$ cat src/rtl/cic_comb_cascade.sv
// cic_comb_cascade: time-multiplexed CIC comb cascade, one stage per clk on a shared subtractor
module cic_comb_cascade #(
  parameter int WIDTH    = 24,
  parameter int STAGES   = 3,
  parameter int CHANNELS = 1
) (
  input  logic             clk,
  input  logic             rst_n,
  input  logic             i_lr_clk,
  input  logic [WIDTH-1:0] i_in,
  output logic [WIDTH-1:0] o_out,
  output logic             o_out_valid,
  output logic             o_out_ch,
  output logic             o_busy,
  output logic             o_overrun
);
  localparam int KW = (STAGES > 1) ? $clog2(STAGES) : 1;
  localparam logic STEREO = (CHANNELS == 2);
  localparam logic [KW-1:0] K_LAST = KW'(STAGES - 1);
  typedef enum logic [1:0] {IDLE, RUN, DONE} state_t;
  state_t           r_state;
  state_t           w_next;
  logic             r_prev_lr;
  logic             r_ch;
  logic [KW-1:0]    r_k;
  logic [WIDTH-1:0] r_x;
  logic [WIDTH-1:0] r_d [CHANNELS][STAGES];
  logic             w_rise;
  logic             w_fall;
  logic             w_edge;
  logic [WIDTH-1:0] w_diff;
  assign w_rise = i_lr_clk & ~r_prev_lr;
  assign w_fall = STEREO & ~i_lr_clk & r_prev_lr;
  assign w_edge = w_rise | w_fall;
  // single shared subtractor; modulo-2^WIDTH wrap is what keeps the CIC exact
  assign w_diff = r_x - r_d[r_ch][r_k];
  // state register
  always_ff @(posedge clk or negedge rst_n) begin
    if (!rst_n) r_state <= IDLE;
    else        r_state <= w_next;
  end
  // next state: accept an edge only when idle, walk all stages, then publish
  always_comb begin
    w_next = IDLE;
    if (r_state == IDLE)     w_next = w_edge ? RUN : IDLE;
    else if (r_state == RUN) w_next = (r_k == K_LAST) ? DONE : RUN;
  end
  // datapath, per-channel comb history and status outputs
  always_ff @(posedge clk or negedge rst_n) begin
    if (!rst_n) begin
      r_prev_lr   <= 1'b0;
      r_ch        <= 1'b0;
      r_k         <= '0;
      r_x         <= '0;
      o_out       <= '0;
      o_out_valid <= 1'b0;
      o_out_ch    <= 1'b0;
      o_busy      <= 1'b0;
      o_overrun   <= 1'b0;
      for (int c = 0; c < CHANNELS; c++)
        for (int s = 0; s < STAGES; s++)
          r_d[c][s] <= '0;
    end else begin
      r_prev_lr   <= i_lr_clk;
      o_out_valid <= 1'b0;
      if (w_edge && r_state != IDLE) o_overrun <= 1'b1;
      if (r_state == IDLE && w_edge) begin
        r_x    <= i_in;
        r_ch   <= w_fall;
        r_k    <= '0;
        o_busy <= 1'b1;
      end
      if (r_state == RUN) begin
        r_x            <= w_diff;
        r_d[r_ch][r_k] <= r_x;
        r_k            <= r_k + 1'b1;
      end
      if (r_state == DONE) begin
        o_out       <= r_x;
        o_out_ch    <= r_ch;
        o_out_valid <= 1'b1;
        o_busy      <= 1'b0;
      end
    end
  end
endmodule

$ cat config.mk
export PLATFORM = sky130hd
export DESIGN_NAME = cic_comb_cascade
export DESIGN_NICKNAME = d
export VERILOG_FILES = /design/src/rtl/cic_comb_cascade.sv
export SDC_FILE = /design/constraint.sdc
export NUM_CORES = 1
export LEC_CHECK = 0
export ABC_AREA = 1
export CAP_MARGIN = 20
export CORE_MARGIN = 2
export CORE_UTILIZATION = 57
export DETAILED_ROUTE_END_ITERATION = 8
export GPL_TIMING_DRIVEN = 0
export PLACE_DENSITY_LB_ADDON = 0.25
export SLEW_MARGIN = 25
export SYNTH_ARGS = -nofsm -noshare
export SYNTH_HDL_FRONTEND = slang
export SYNTH_SLANG_ARGS = --single-unit
export TNS_END_PERCENT = 5
$ cat constraint.sdc
create_clock -name clk -period 3.85 [get_ports clk]
set_clock_uncertainty 0.2 [all_clocks]
set_input_delay 0.385 -clock clk [delete_from_list [all_inputs] [get_ports clk]]
set_output_delay 0.385 -clock clk [all_outputs]
set_load 0.005 [all_outputs]
==> metrics, run 1 <==
clock sinks=128; # rows=40; Vias per Instance=5.44; Synth Area per Inst=7.58 um^2; final worst setup slack=0.382 ns; Initial Util=58.4%; Iter 0 DRT Violations=700; final WL=19.8 mm; Worst EP required=3.97 ns; GRT Total Usage=32.4%; # port buffers=53; Netlist cell types=35; Die Wd=115 um; reg-to-reg slack, setup=0.38 ns; first drt pass iteration count=5; fmax=0.288 GHz; Hold-fix buffers, CTS=1; first-pass GRT wire length=32.5 mm; Clock Path Buffers=2; root buf cell=clkbuf_16; Post-CTS Repair Setup Buffers=0; die height=115 um; DIE AREA=13300 um^2; number of synthesized flops with an enable pin=0; Final Non-Filler Cells=1184; top-area cell type share of the netlist area=45.5%; Max Cap Violations=0; CP Class=reg -> reg; CTS buffer count=17; Slew Limit Fails=0; Setup crit start kind=flop; layout cell share with drive strength beyond 1=7.19%; ys async rst share=100%; total gr overflow=0; final instance area=8410 um^2; Post-CTS Resized=0; R2R Path Start=r_k[0]; dpl ws=0.505 ns; syn nets=984; flops & latches, synth=128; IO Count=55; clk_lat worst skew=0.43 ns; ranking of synthesized cells by area=dfrtp_1, nand2_1, o21ai_0; R2R cell count=14; DRT antenna net count=0; core area=12100 um^2; sequential share of the synthesized area=45.5%; vias in the first global route=6379; most used flip-flop cell after synthesis=dfrtp_1; Synth Instances=929; Post-route DRC=0; pin count of the biggest net entering global routing=91; Worst R2R End=r_x[16]; synth warn=0; Inst Count DP=1151; Via Count=6443; leading area contributor after synthesis=dfrtp_1; clock slew at reported path FFs=0.06 ns; WL per Instance=16.8 um; Hold Fails Final Rpt=0; worst-path fanout max=10; H-tree depth=4; Area Growth Syn to Fin=19.4%; TritonCTS clock tree=built; status=complete, no violations; Least-Margin Pin Slew=0.770 ns; min Tclk post-route=3.47 ns; DP HPWL=14.3 mm; CP Capture Type=flop; worst path arrival time=3.59 ns; fin nets=1058; Fillers=1016; Slew HR=48.7%; Setup-failing EPs final=0; RD Place Congestion=0.975; post-synthesis cell area=7050 um^2; RSZ-0062 raised after global routing=no; placed cell areas=7820 um^2; final period utilization=90.1%; initial antenna violation count=1; worst min path class=in -> async
metrics by stage:
| step | hold slack (ns) | setup TNS [ns] | util [%] |
|---|---|---|---|
| 2_1_floorplan | -0.111 | 0 | - |
| 3_3_place_gp | 0.248 | -351.49 | 64.6 |
| 3_5_place_dp | 0.0849 | 0 | 64.8 |
| 4_1_cts | 0.226 | 0 | 69.7 |
| 5_1_grt | 0.233 | 0 | 69.7 |
| 6_report | 0.218 | 0 | 69.7 |
cell usage in the layout, fill, tap and decap left out, types with 4 or more instances in the layout:
cell type and count:
nand3_1 28, nor2_1 74, nand2_2 5, ha_1 27, nand2_1 280, clkinvlp_4 6
xor2_1 9, o22ai_1 10, nor2_2 7, clkbuf_1 19, buf_4 7, clkbuf_16 17
buf_2 9, a21oi_1 16, inv_1 114, o21bai_1 4, inv_2 6, o21ai_0 104
dfrtp_1 128, a2bb2oi_1 22, nand4_1 5, o21ai_1 32, clkdlybuf4s50_1 52
registers in the layout, summed over array words and instances (netlist names):
signal	cells
r_d	72
o_out	24
r_x	24
r_k	2
r_state	2
o_busy	1
o_out_valid	1
o_overrun	1
r_prev_lr	1
worst max-delay path, stage by stage (launching register included):
cell and delay [ns]:
dfrtp_1 0.53, inv_2 0.25, clkbuf_1 0.62, nor2_1 0.12, a2bb2oi_1 0.20, ha_1 0.45, nand2_1 0.08, nand2_1 0.10
nand2_1 0.12, o21ai_2 0.25, nand2_1 0.11, nand3_1 0.08, nand2_1 0.05, o21ai_1 0.14, nand2_1 0.06
layer usage:
| layer | share of wire [%] | GRT usage [%] |
|---|---|---|
| met1 | 43 | 42.6 |
| met2 | 45 | 49.2 |
| met3 | 8.1 | 9.59 |
| met4 | 3.8 | 16.2 |
| met5 | 0 | 0 |
area by class of cell:
type | instances | area [um^2] | area share, %
Tap cell | 168 | 210 | 2.50
Buffer | 36 | 173 | 2.05
Clock buffer | 18 | 439 | 5.22
Inverter | 120 | 450 | 5.35
Antenna cell | 1 | 2.50 | 0.0297
Multi-Input combinational cell | 645 | 3220 | 38.3
Timing Repair Buffer | 55 | 573 | 6.81
Sequential cell | 128 | 3200 | 38.1
Clock inverter | 13 | 141 | 1.68
kinds of logic (layout without fill, tap and decap cells):
| kind of cell | Yosys count | count (layout) | synth area share, % |
|---|---|---|---|
| compound gates | 194 | 194 | 15.5 |
| xor+xnor | 11 | 11 | 1.37 |
| fa+ha+maj | 28 | 28 | 5.08 |
| buf+inv | 156 | 242 | 8.84 |
| flops | 128 | 128 | 45.5 |
| other cells | 1 | 2 | 0.0532 |
| simple gates | 411 | 411 | 23.7 |
Yosys cell counts (all sizes together) (2+ instances only):
| master | n |
|---|---|
| nand4 | 5 |
| xnor2 | 2 |
| dfrtp | 128 |
| buf | 17 |
| and2 | 2 |
| xor2 | 9 |
| a2bb2oi | 22 |
| o21ai | 138 |
| nand2 | 285 |
| o21bai | 4 |
| nor2 | 83 |
| ha | 27 |
| inv | 120 |
| or2 | 3 |
| clkbuf | 19 |
| nand3 | 30 |
| a21oi | 16 |
| o221ai | 2 |
| nor3 | 2 |
| o22ai | 10 |
worst max-delay path by stage:
stage | start | to | slack (ns) | cells past startpoint
3_3_place_gp | rst_n | o_out[20] | -2.76 | 1
5_1_grt | r_k[0] | r_x[16] | 0.16 | 14
4_1_cts | r_k[0] | r_x[16] | 0.49 | 14
6_report | r_k[0] | r_x[16] | 0.38 | 14
2_1_floorplan | r_k[0] | r_x[12] | 1.17 | 13
3_5_place_dp | r_k[0] | r_x[16] | 0.51 | 14
Power of run 1 is left out: the tool's default activity adds up to more than one toggle a clock period on the data nets, which glitch-free logic cannot reach.
==> run 2: changes to the inputs <==
--- a/config.mk
+++ b/config.mk
@@ -12,6 +12,7 @@
 export DETAILED_ROUTE_END_ITERATION = 8
 export GPL_TIMING_DRIVEN = 0
 export PLACE_DENSITY_LB_ADDON = 0.25
+export SETUP_SLACK_MARGIN = 0.3
 export SLEW_MARGIN = 25
 export SYNTH_ARGS = -nofsm -noshare
 export SYNTH_HDL_FRONTEND = slang
==> run 2 against run 1 <==
Effect of this change:
- maximum frequency grew 2.7%
- final cell count is the same
- clock-buffer cell count is the same
- routed wire length is essentially flat
- worst setup slack gained 0.090 ns
==> metrics, run 2 (synthesis gave the netlist of run 1 again) <==
fin util=69.8% (about the same); Post-CTS Repair Setup Buffers=0 (unchanged); GRT Total Usage=32.4% (unchanged); RD Place Congestion=0.975 (unchanged); Vias per Instance=5.46 (+0.39%); TritonCTS clock tree=built; layout cell share with drive strength beyond 1=7.49% (+0.30 points); clock slew at reported path FFs=0.06 ns (about the same); clock sinks=128 (unchanged); Final Non-Filler Cells=1184 (unchanged); Clock Path Buffers=2 (unchanged); Die Wd=115 um (unchanged); Setup-failing EPs final=0 (unchanged); WL per Instance=16.8 um (about the same); Hold Slack=0.218 ns (+0.0000570 ns); root buf cell=clkbuf_16; Fillers=1018 (+0.20%); worst path arrival time=3.50 ns (-0.09 ns); Initial Util=58.4% (unchanged); core area=12100 um^2 (unchanged); fmax=0.296 GHz (+2.7%); DP HPWL=14.3 mm (unchanged); first drt pass iteration count=5 (unchanged); Via Count=6468 (+0.39%); worst-path fanout max=10 (unchanged); Inst Count DP=1151 (unchanged); Area Growth Syn to Fin=19.4% (about the same); most frequent cells in the layout=nand2_1, dfrtp_1, inv_1; H-tree depth=4 (unchanged); total gr overflow=0 (unchanged); Slew Limit Fails=0 (unchanged); clk_lat worst skew=0.43 ns (about the same); Worst EP required=3.97 ns (about the same); fin nets=1058 (unchanged); initial antenna violation count=1 (unchanged); first-pass GRT wire length=32.5 mm (unchanged); status=complete, no violations; CP Capture Type=flop; area of the multi-input gates=3220 um^2 (unchanged); commonest non-fill, non-tap cell in the layout=nand2_1; worst min path class=in -> async; pin count of the biggest net entering global routing=91 (unchanged); Largest Register=r_d; Largest regs=r_d (72), o_out (24), r_x (24); DRT antenna net count=0 (unchanged); vias in the first global route=6379 (unchanged); die height=115 um (unchanged); Hold Fails Final Rpt=0 (unchanged); final worst setup slack=0.471 ns (+0.0897 ns); Setup crit start kind=flop; CTS buffer count=17 (unchanged); Least-Margin Pin Slew=0.698 ns (-0.0724 ns); IO Count=55 (unchanged); # port buffers=53 (unchanged); dpl ws=0.505 ns (unchanged); Post-route DRC=0 (unchanged); CP Class=reg -> reg; final WL=19.8 mm (about the same); DIE AREA=13300 um^2 (unchanged); Slew HR=53.5% (+4.8 points); min Tclk post-route=3.38 ns (-0.0897 ns); final period utilization=87.8% (-2.3 points); # rows=40 (unchanged); Max Cap Violations=0 (unchanged); register area=3200 um^2 (unchanged); Iter 0 DRT Violations=675 (-3.6%); max reg flops=72 (unchanged); RSZ-0062 raised after global routing=yes
## run 2: per-stage QoR
step,TNS [ns],area [um^2]
2_1_floorplan,0,7050
3_3_place_gp,-351.49,7790
3_5_place_dp,0,7820
4_1_cts,0,8410
5_1_grt,0,8410
6_report,0,8420
## run 2: worst max-delay path: stages (launching register included)
cell and delay [ns]:
dfrtp_1 0.52, nor2_2 0.33, clkbuf_1 0.58, a2bb2oi_1 0.20
ha_1 0.45, nand2_1 0.08, nand2_1 0.10, nand2_1 0.12
o21ai_2 0.26, nand2_1 0.11, nand3_1 0.08, nand2_1 0.05
o21ai_1 0.14, nand2_1 0.06
## run 2: layout make-up
| cell class | count | area share (%) |
|---|---|---|
| Timing Repair Buffer | 55 | 6.81 |
| Inverter | 120 | 5.35 |
| Sequential cell | 128 | 38.1 |
| Multi-Input combinational cell | 645 | 38.3 |
| Clock buffer | 18 | 5.22 |
| Clock inverter | 13 | 1.68 |
| Tap cell | 168 | 2.50 |
| Buffer | 36 | 2.10 |
| Antenna cell | 1 | 0.0297 |
## run 2: final timing paths
path                                start   endpoint  slack, ns  depth (start not counted)
worst max-delay path               r_k[0]    r_x[16]       0.47                         13
worst min-delay path                rst_n   o_out[8]       0.22                          2
worst max register to register     r_k[0]    r_x[16]       0.47                         13
worst min register to register  o_overrun  o_overrun       0.27                          2
max in group asynchronous           rst_n    r_d[45]       2.51                          3
min in group clk                 i_lr_clk  r_prev_lr       0.23                          1
## run 2: layer usage
layer	global-route usage, %	up-vias	wire length, um
met5	0	-	0
met4	16.2	0	748
met3	9.59	70	1590
met2	49.2	276	8960
met1	42.6	3008	8540
li1	-	3114	-
## run 2: what timing repair did
| item | 4_1_cts | 5_1_grt |
|---|---|---|
| hold endpoints to repair | 38 | 0 |
| gates resized for setup | 0 | 6 |
| setup endpoints to repair | 0 | 12 |
| hold buffers | 1 | 0 |
Power of run 2 is left out for the same reason.
==> run 3: changes to the inputs <==
--- a/config.mk
+++ b/config.mk
@@ -7,9 +7,10 @@
 export LEC_CHECK = 0
 export ABC_AREA = 1
 export CAP_MARGIN = 20
-export CORE_MARGIN = 2
+export CORE_MARGIN = 8
 export CORE_UTILIZATION = 57
 export DETAILED_ROUTE_END_ITERATION = 8
+export GPL_ROUTABILITY_DRIVEN = 0
 export GPL_TIMING_DRIVEN = 0
 export PLACE_DENSITY_LB_ADDON = 0.25
 export SETUP_SLACK_MARGIN = 0.3
@@ -17,4 +18,4 @@
 export SYNTH_ARGS = -nofsm -noshare
 export SYNTH_HDL_FRONTEND = slang
 export SYNTH_SLANG_ARGS = --single-unit
-export TNS_END_PERCENT = 5
+export TNS_END_PERCENT = 20
==> run 3 against run 2 <==
Effect of this change:
- hold slack got worse by 0.0080 ns
- critical endpoint unchanged
- maximum frequency shrank 1.8%
- critical path type unchanged
- sequential share of layout area down 0.11 points
- first-iteration DRC count grew 5.3%
- non-clock buffer count stayed put
- register-to-register slack got worse by 0.06 ns
- via count is 0.14% lower
==> metrics, run 3 (synthesis gave the netlist of run 1 again) <==
status=complete, no violations; # port buffers=53 (unchanged); total gr overflow=0 (unchanged); Largest Register=r_d; Fillers=989 (-2.8%); final period utilization=89.4% (+1.6 points); Final Non-Filler Cells=1184 (unchanged); IO Count=55 (unchanged); crit-path max cell delay=0.61 ns (+0.03 ns); TritonCTS clock tree=built; final WL=19.8 mm (-0.44%); pin count of the biggest net entering global routing=66 (-27%); fin util=70.0% (+0.20 points); Post-route DRC=0 (unchanged); WL per Instance=16.7 um (-0.44%); fin nets=1058 (unchanged); Die Wd=127 um (+10%); Largest regs=r_d (72), o_out (24), r_x (24); hold path depth=1; Least-Margin Pin Slew=0.745 ns (+0.0471 ns); R2R Path Start=r_k[0]; worst min path class=in -> reg; final instance area=8440 um^2 (+0.28%); core area=12100 um^2 (unchanged); Vias per Instance=5.46 (-0.14%); Hold Fails Final Rpt=0 (unchanged); Slew Limit Fails=0 (unchanged); Area Growth Syn to Fin=19.8%; most frequent cells in the layout=nand2_1, dfrtp_1, inv_1; vias in the first global route=6081 (-4.7%); CP Class=reg -> reg; clock slew at reported path FFs=0.06 ns (about the same); Worst EP required=3.96 ns (about the same); Clock Path Buffers=2 (unchanged); DP HPWL=14.2 mm (-1.2%); placed cell areas=7820 um^2 (unchanged); fmax=0.291 GHz (-1.8%); Worst R2R End=r_x[16]; CTS buffer count=17 (unchanged); clk_lat worst skew=0.43 ns (about the same); H-tree depth=4 (unchanged); CP most frequent cell=nand2_1; worst path buffer plus inverter count=1 (unchanged); Setup-failing EPs final=0 (unchanged); WHS Endpoint=r_prev_lr; commonest non-fill, non-tap cell in the layout=nand2_1; max reg flops=72 (unchanged); Via Count=6459 (-0.14%); setup TNS=0 ns (unchanged); CP Capture Type=flop; first-pass GRT wire length=31.6 mm (-2.7%); initial antenna violation count=0 (-1); first drt pass iteration count=6 (+1); Iter 0 DRT Violations=711 (+5.3%); crit-path cells=nor2_2 -> clkbuf_1 -> a2bb2oi_1 -> ha_1 -> nand2_1 -> nand2_1 -> nand2_1 -> o21ai_2 -> nand2_1 -> nand3_1 -> nand2_1 -> o21ai_1 -> nand2_1; worst path arrival time=3.55 ns (+0.05 ns); worst-path fanout max=10 (unchanged); R2R cell count=13 (unchanged); # rows=40 (unchanged); hold path start=i_lr_clk; die height=127 um (+10%); DRT antenna net count=0 (unchanged); RSZ-0062 raised after global routing=yes; min Tclk post-route=3.44 ns (+0.0614 ns); GRT Total Usage=25.3% (-7.1 points); clock sinks=128 (unchanged); number of antenna diodes=0 (-1); CP top delay family=simple AND/OR/NAND/NOR gates; Setup crit start kind=flop; Initial Util=58.4% (unchanged); Max Cap Violations=0 (unchanged); reg-to-reg slack, setup=0.41 ns (-0.06 ns); Inst Count DP=1151 (unchanged); Slew HR=50.4% (-3.1 points); root buf cell=clkbuf_16; layout cell share with drive strength beyond 1=7.48% (about the same); DIE AREA=16200 um^2 (+22%); Crit-path slowest cell=clkbuf_1
## run 3: cell types whose count changed in the layout (fill, tap and decap cells not counted), sizes merged
cell / previous run / this run
clkinv: 5 / 3
diode: 1 / 0
inv: 120 / 127
bufinv: 2 / 3
clkinvlp: 6 / 1
## run 3: layout make-up
cell class | instances | area (um^2) | share of cell area, %
timing repair buffer | 55 | 573 | 6.79
clock buffer | 18 | 429 | 5.09
tap | 168 | 210 | 2.49
clock inverter | 14 | 178 | 2.11
multi-input combinational | 645 | 3220 | 38.1
sequential | 128 | 3200 | 38.0
inverter | 120 | 450 | 5.34
buffer | 36 | 176 | 2.09
## run 3: what timing repair did
item,4_1_cts,5_1_grt
setup endpoints to repair,0,8
hold buffers,1,0
resized for setup,0,6
hold endpoints to repair,63,0
setup buffers,0,0
## run 3: through the flow
stage                     setup WS [ns]  hold slack [ns]
final                             0.410            0.210
after floorplan                    1.17           -0.111
after global routing              0.208            0.205
after detailed placement          0.498            0.153
after CTS                         0.415            0.205
after global placement            -2.78            0.255
## run 3: worst max path at each step
stage	start	slack [ns]	cells past startpoint	end
global placement	rst_n	-2.78	1	o_out[23]
finish	r_k[0]	0.41	13	r_x[16]
detailed placement	r_k[0]	0.50	14	r_x[16]
global route	r_k[0]	0.21	13	r_x[16]
CTS	r_k[0]	0.42	14	r_x[16]
floorplan	r_k[0]	1.17	13	r_x[12]
## run 3: layer usage
layer	routed length (um)	up-vias	GRT usage, %
met3	1540	45	6.36
li1	-	3120	-
met1	8670	3035	33.4
met4	512	0	9.59
met5	0	-	0
met2	9030	259	39.3
Power of run 3 is left out for the same reason.
